==> src/rtl/seq_alu.sv <==
// Sequential ALU: single-cycle arithmetic/logic ops plus iterative one-bit-per-cycle
// shifts, with a start/busy/done handshake and a persistent carry flag for multi-word ADC.
module seq_alu #(
    parameter int W = 8
) (
    input  logic         clk,
    input  logic         rst_n,
    input  logic         start,
    input  logic [3:0]   op,
    input  logic [W-1:0] in_a,
    input  logic [W-1:0] in_b,
    input  logic         use_cf,
    output logic [W-1:0] rslt,
    output logic         carry_out,
    output logic         taken,
    output logic         busy,
    output logic         done
);

    localparam int SHW = $clog2(W);

    localparam logic [3:0] OP_PASS = 4'b0000;
    localparam logic [3:0] OP_ASR  = 4'b0001;
    localparam logic [3:0] OP_ADC  = 4'b0010;
    localparam logic [3:0] OP_NEG  = 4'b0011;
    localparam logic [3:0] OP_XOR  = 4'b0100;
    localparam logic [3:0] OP_ZERO = 4'b0101;
    localparam logic [3:0] OP_LSR  = 4'b0110;
    localparam logic [3:0] OP_SHL  = 4'b0111;
    localparam logic [3:0] OP_CLRC = 4'b1000;

    typedef enum logic {ST_IDLE, ST_SHIFT} state_e;
    typedef enum logic [1:0] {SK_ASR, SK_LSR, SK_SHL} shift_e;

    state_e         state_q, state_d;
    shift_e         kind_q, kind_d;
    logic [W-1:0]   acc_q, acc_d;
    logic [SHW-1:0] cnt_q, cnt_d;
    logic [W-1:0]   rslt_q, rslt_d;
    logic           cf_q, cf_d;
    logic           taken_q, taken_d;
    logic           done_q, done_d;

    logic [W:0]     sum;
    logic [SHW-1:0] shamt;
    logic           is_shift;

    function automatic logic [W-1:0] shift1(input shift_e k, input logic [W-1:0] v);
        case (k)
            SK_ASR:  shift1 = {v[W-1], v[W-1:1]};
            SK_LSR:  shift1 = {1'b0, v[W-1:1]};
            default: shift1 = {v[W-2:0], 1'b0};
        endcase
    endfunction

    assign sum      = {1'b0, in_a} + {1'b0, in_b} + {{W{1'b0}}, use_cf & cf_q};
    assign shamt    = in_b[SHW-1:0];
    assign is_shift = (op == OP_ASR) || (op == OP_LSR) || (op == OP_SHL);

    // NOTE: every signal written here gets a default first, so no path leaves one unassigned and no latch is inferred.
    always_comb begin
        state_d = state_q;
        kind_d  = kind_q;
        acc_d   = acc_q;
        cnt_d   = cnt_q;
        rslt_d  = rslt_q;
        cf_d    = cf_q;
        taken_d = taken_q;
        done_d  = 1'b0;

        case (state_q)
            ST_IDLE: begin
                if (start) begin
                    if (is_shift && (shamt != '0)) begin
                        acc_d   = in_a;
                        cnt_d   = shamt;
                        kind_d  = (op == OP_ASR) ? SK_ASR :
                                  (op == OP_LSR) ? SK_LSR : SK_SHL;
                        state_d = ST_SHIFT;
                    end else begin
                        done_d  = 1'b1;
                        rslt_d  = '0;
                        taken_d = 1'b0;
                        case (op)
                            OP_PASS:                 rslt_d = in_b;
                            OP_ASR, OP_LSR, OP_SHL:  rslt_d = in_a;   // zero-length shift
                            OP_ADC:                  {cf_d, rslt_d} = sum;
                            OP_NEG:                  taken_d = in_a[W-1];
                            OP_XOR:                  rslt_d = in_a ^ in_b;
                            OP_ZERO:                 taken_d = (in_a == '0);
                            OP_CLRC:                 cf_d = 1'b0;
                            default: ;
                        endcase
                    end
                end
            end
            ST_SHIFT: begin
                acc_d = shift1(kind_q, acc_q);
                cnt_d = cnt_q - SHW'(1);
                if (cnt_q == SHW'(1)) begin
                    rslt_d  = acc_d;
                    taken_d = 1'b0;
                    done_d  = 1'b1;
                    state_d = ST_IDLE;
                end
            end
            default: state_d = ST_IDLE;
        endcase
    end

    // NOTE: sequential state uses non-blocking assignments so every register samples pre-edge values.
    always_ff @(posedge clk or negedge rst_n) begin
        if (!rst_n) begin
            state_q <= ST_IDLE;
            kind_q  <= SK_ASR;
            acc_q   <= '0;
            cnt_q   <= '0;
            rslt_q  <= '0;
            cf_q    <= 1'b0;
            taken_q <= 1'b0;
            done_q  <= 1'b0;
        end else begin
            state_q <= state_d;
            kind_q  <= kind_d;
            acc_q   <= acc_d;
            cnt_q   <= cnt_d;
            rslt_q  <= rslt_d;
            cf_q    <= cf_d;
            taken_q <= taken_d;
            done_q  <= done_d;
        end
    end

    assign rslt      = rslt_q;
    assign carry_out = cf_q;
    assign taken     = taken_q;
    assign done      = done_q;
    assign busy      = (state_q == ST_SHIFT);

endmodule
==> config.mk <==
export PLATFORM = sky130hd
export DESIGN_NAME = seq_alu
export DESIGN_NICKNAME = d
export VERILOG_FILES = /design/src/rtl/seq_alu.sv
export SDC_FILE = /design/constraint.sdc
export NUM_CORES = 1
export LEC_CHECK = 0
export CAP_MARGIN = 20
export CORE_MARGIN = 8
export CORE_UTILIZATION = 50
export CTS_CLUSTER_DIAMETER = 30
export DETAILED_ROUTE_END_ITERATION = 10
export PLACE_DENSITY = 0.77
export SLEW_MARGIN = 30
export SYNTH_ARGS = -nofsm -noshare
export SYNTH_HDL_FRONTEND = slang
export SYNTH_SLANG_ARGS = --single-unit
==> constraint.sdc <==
create_clock -name clk -period 4.8 [get_ports clk]
set_clock_uncertainty 0.1 [all_clocks]
set_input_delay 1.2 -clock clk [delete_from_list [all_inputs] [get_ports clk]]
set_output_delay 1.2 -clock clk [all_outputs]
set_load 0.005 [all_outputs]
==> run_results.csv <==
group,metric,value,unit
sta,drv_slew,0,
synth,syn_inst,229,
routing,drcViolationCount,0,
synth,async_flop_share,1.000,
cells_and_area,fin_cells,309,
sta,tightest_slew,0.7425,ns
flow_run,cap_viol_max_count,0,
floorplan,die_area,6197,sq um
synth,synth_top_family_by_area,"compound AO/OA/AOI/OAI gates",
routing,post_drt_wl_per_cell,16.78,microns
clocking,cts.sinks,25,
cells_and_area,num_antenna_cells,0,
worst_setup_path,rr_worst_depth,9,
outcome,status,"finished, final reports clean",
synth,synth_edf_count,0,
cells_and_area,drive_gt1_frac,0.08880,
worst_setup_path,path_cells,"clkdlybuf4s50_1 > inv_1 > fa_1 > fa_1 > nor2b_1 > o21ai_0 > o21ai_0 > xor2_1 > a21oi_1 > o31ai_1",
worst_setup_path,critPathMaxFanout,4,
routing,wl,5185,microns
global_routing,grt_pass1_wl,8742,microns
placed_design,numPlacedInstances,305,
floorplan,coreArea,3885,sq um
clocking,cts.path.max_buffers,2,
min_path,hold_end,"taken",
clocking,htree_levels,1,
synth,yosys.area.top_type_share,0.3181,
floorplan,ios,36,
clocking,clk-insertion-delay-late,0.27,ns
power,leakage,1.006,nW
synth,synth_mux_area_frac,0.09033,
worst_setup_path,start_kind,"primary input",
cells_and_area,mostFrequentLayoutCells,"clkdlybuf4s50_1 (34), nand2_1 (28), nor2_1 (26)",
synth,synth_area_leaders,"dfrtp_1 (32%), ha_1 (6.4%), mux2i_1 (5.6%), a21oi_1 (5.3%), nand2_1 (5.3%)",
placed_design,io_buffers,35,
floorplan,rows,23,
floorplan,start_util,0.5063,
synth,synth-xor-area-share,0.02226,
global_routing,first_global_vias,1779,
worst_setup_path,slowest_delay,0.56,ns
min_path,hold_depth,1,
sta,tns,0,ns
min_path,min_from,"taken",
cells_and_area,fillers,351,
worst_setup_path,cp-end-kind,"flop",
clocking,cts_tree,"yes",
worst_setup_path,critPathKind,"primary input to flop",
routing,drtIter0Drc,124,
synth,synth_fp_nets,265,
sta,hold_viol_final,0,
synth,yosysWarnings,0,
worst_setup_path,crit_arrival,3.77,ns
global_routing,grt.overflow.total,0,
floorplan,die_y,78.72,microns
power,ir_drop,0.0001756,V
worst_setup_path,rrSetupSlack,2.28,ns
sta,fmax,271.0,MHz
clocking,cts_hold_buf,0,
sta,rsz0062_at_grt,"false",
clocking,clkTransAtPathRegs,0.10,ns
synth,yosysTopAreaCell,"dfrtp_1",
sta,period_needed,3.690,ns
synth,synth-simple-area-share,0.2061,
global_routing,antenna_found_initial,0,
synth,synth-adder-area-share,0.08397,
sta,period_share,0.7687,
global_routing,grt_max_degree,24,
power,power,1.053,mW
synth,synth_flop_cell,"dfrtp_1",
routing,wl_met1,2372,microns
worst_setup_path,cp.required,4.88,ns
synth,syn_avg_cell_area,8.589,sq um
worst_setup_path,r2r-end,"rslt[6]",
clocking,cts_resized,0,
clocking,cts_root_buffer,"clkbuf_8",
synth,synth.distinct_cells,54,
worst_setup_path,worstReg2RegStart,"carry_out",
routing,first_pass_iters,5,
routing,drtAntennaViolNets,0,
sta,setup_violations,0,
placed_design,gp_congestion,0.8776,
sta,max_slew_margin,0.5037,
routing,wl_met2,2474,microns
floorplan,die_x,78.72,microns
routing,via_per_inst,5.945,
placed_design,place_hpwl,4020,microns
synth,synth_compound_area_frac,0.2309,
cells_and_area,area_growth,20.93,%
min_path,hold_path.class,"flop to flop",
global_routing,track_usage,0.1706,
clocking,post_cts_buffers,0,
routing,dr_wl_met3,248,microns
cells_and_area,nNetsFinal,296,
power,p_per_area,442.8,nW/um^2
routing,maxUsedRoutingLayer,"met4",
worst_setup_path,slowest_stage,"clkdlybuf4s50_1",
routing,vias,1837,
cells_and_area,final_common_cell,"clkdlybuf4s50_1",
clocking,numCtsBuffers,3,
synth,ys_ff_latch,25,
synth,ys_seq_area_frac,0.3181,
synth,syn_area,1967,sq um
routing by layer:
metal / up-vias / GRT usage
li1: 888 / -
met1: 879 / 0.2296
met2: 64 / 0.2792
met3: 6 / 0.01806
met4: 0 / 0.05741
met5: - / 0
stage by stage:
| step | utilization | setup slack [ns] | hold slack, ns | cell area, sq um |
|---|---|---|---|---|
| after floorplan | - | 1.638 | 0.3621 | 1967 |
| after global placement | 0.6006 | 0.9529 | 0.3753 | 2333 |
| after detailed placement | 0.5994 | 0.8618 | 0.3795 | 2328 |
| after CTS | 0.6113 | 1.128 | 0.4002 | 2375 |
| after global routing | 0.6122 | 0.9808 | 0.4161 | 2379 |
| final | 0.6122 | 1.110 | 0.3968 | 2379 |
cell type report:
cell class / instances / area (sq um) / share of cell area
clock buffer: 3 / 41.29 / 0.01736
tap: 50 / 62.56 / 0.02630
timing repair buffer: 37 / 360.3 / 0.1515
multi-input combinational: 184 / 1250 / 0.5255
sequential: 25 / 625.6 / 0.2630
inverter: 9 / 33.78 / 0.01420
clock inverter: 1 / 5.005 / 0.002104
synthesized netlist by cell type (2+ instances only):
| cell type | number |
|---|---|
| buf_1 | 2 |
| clkbuf_1 | 5 |
| nand3_1 | 4 |
| nand2_1 | 28 |
| nor4_1 | 3 |
| ha_1 | 10 |
| dfrtp_1 | 25 |
| o22ai_1 | 2 |
| nand3b_1 | 3 |
| a21boi_0 | 2 |
| mux2i_1 | 11 |
| o22a_1 | 2 |
| fa_1 | 2 |
| a21oi_1 | 21 |
| a31oi_1 | 2 |
| o211ai_1 | 2 |
| nand2b_1 | 2 |
| mux2_2 | 6 |
| o21ai_0 | 13 |
| o31ai_1 | 3 |
| a21o_1 | 3 |
| nor3b_1 | 2 |
| a221o_1 | 2 |
| inv_1 | 7 |
| nor3_1 | 4 |
| nor2b_1 | 4 |
| nor2_1 | 26 |
| o21a_1 | 3 |
| xor2_1 | 4 |
| buf_2 | 2 |
flip-flops by register name, summed over array words and instances (netlist names):
name,count
done,1
cnt_q,3
busy,1
rslt,8
carry_out,1
acc_q,8
taken,1
kind_q,2
power breakdown:
| group | internal [mW] | switching (mW) | total [mW] |
|---|---|---|---|
| Clock | 0.0581 | 0.0711 | 0.129 |
| Combinational | 0.270 | 0.258 | 0.528 |
| Sequential | 0.306 | 0.0902 | 0.396 |
worst max-delay path by stage:
| stage | from | end | slack, ns | cells past startpoint |
|---|---|---|---|---|
| after floorplan | in_a[0] | rslt[6] | 1.64 | 9 |
| after global placement | in_a[0] | rslt[6] | 0.95 | 10 |
| after detailed placement | in_a[0] | rslt[6] | 0.86 | 10 |
| after CTS | in_a[0] | rslt[6] | 1.13 | 10 |
| after global routing | in_a[0] | rslt[6] | 0.98 | 10 |
| final | in_a[0] | rslt[6] | 1.11 | 10 |
critical path, delay by kind of cell:
kind,cells,cell delay [ns]
buf+inv,2,0.66
fa+ha+maj,2,0.89
compound gates,4,0.72
simple gates,1,0.12
xor+xnor,1,0.18
cell families after synthesis:
group,count (synthesis)
compound gates,67
xor+xnor,5
fa+ha+maj,12
buf+inv,20
flops,25
mux,17
simple gates,83
Note: power is estimated with default switching activity, not from simulation.
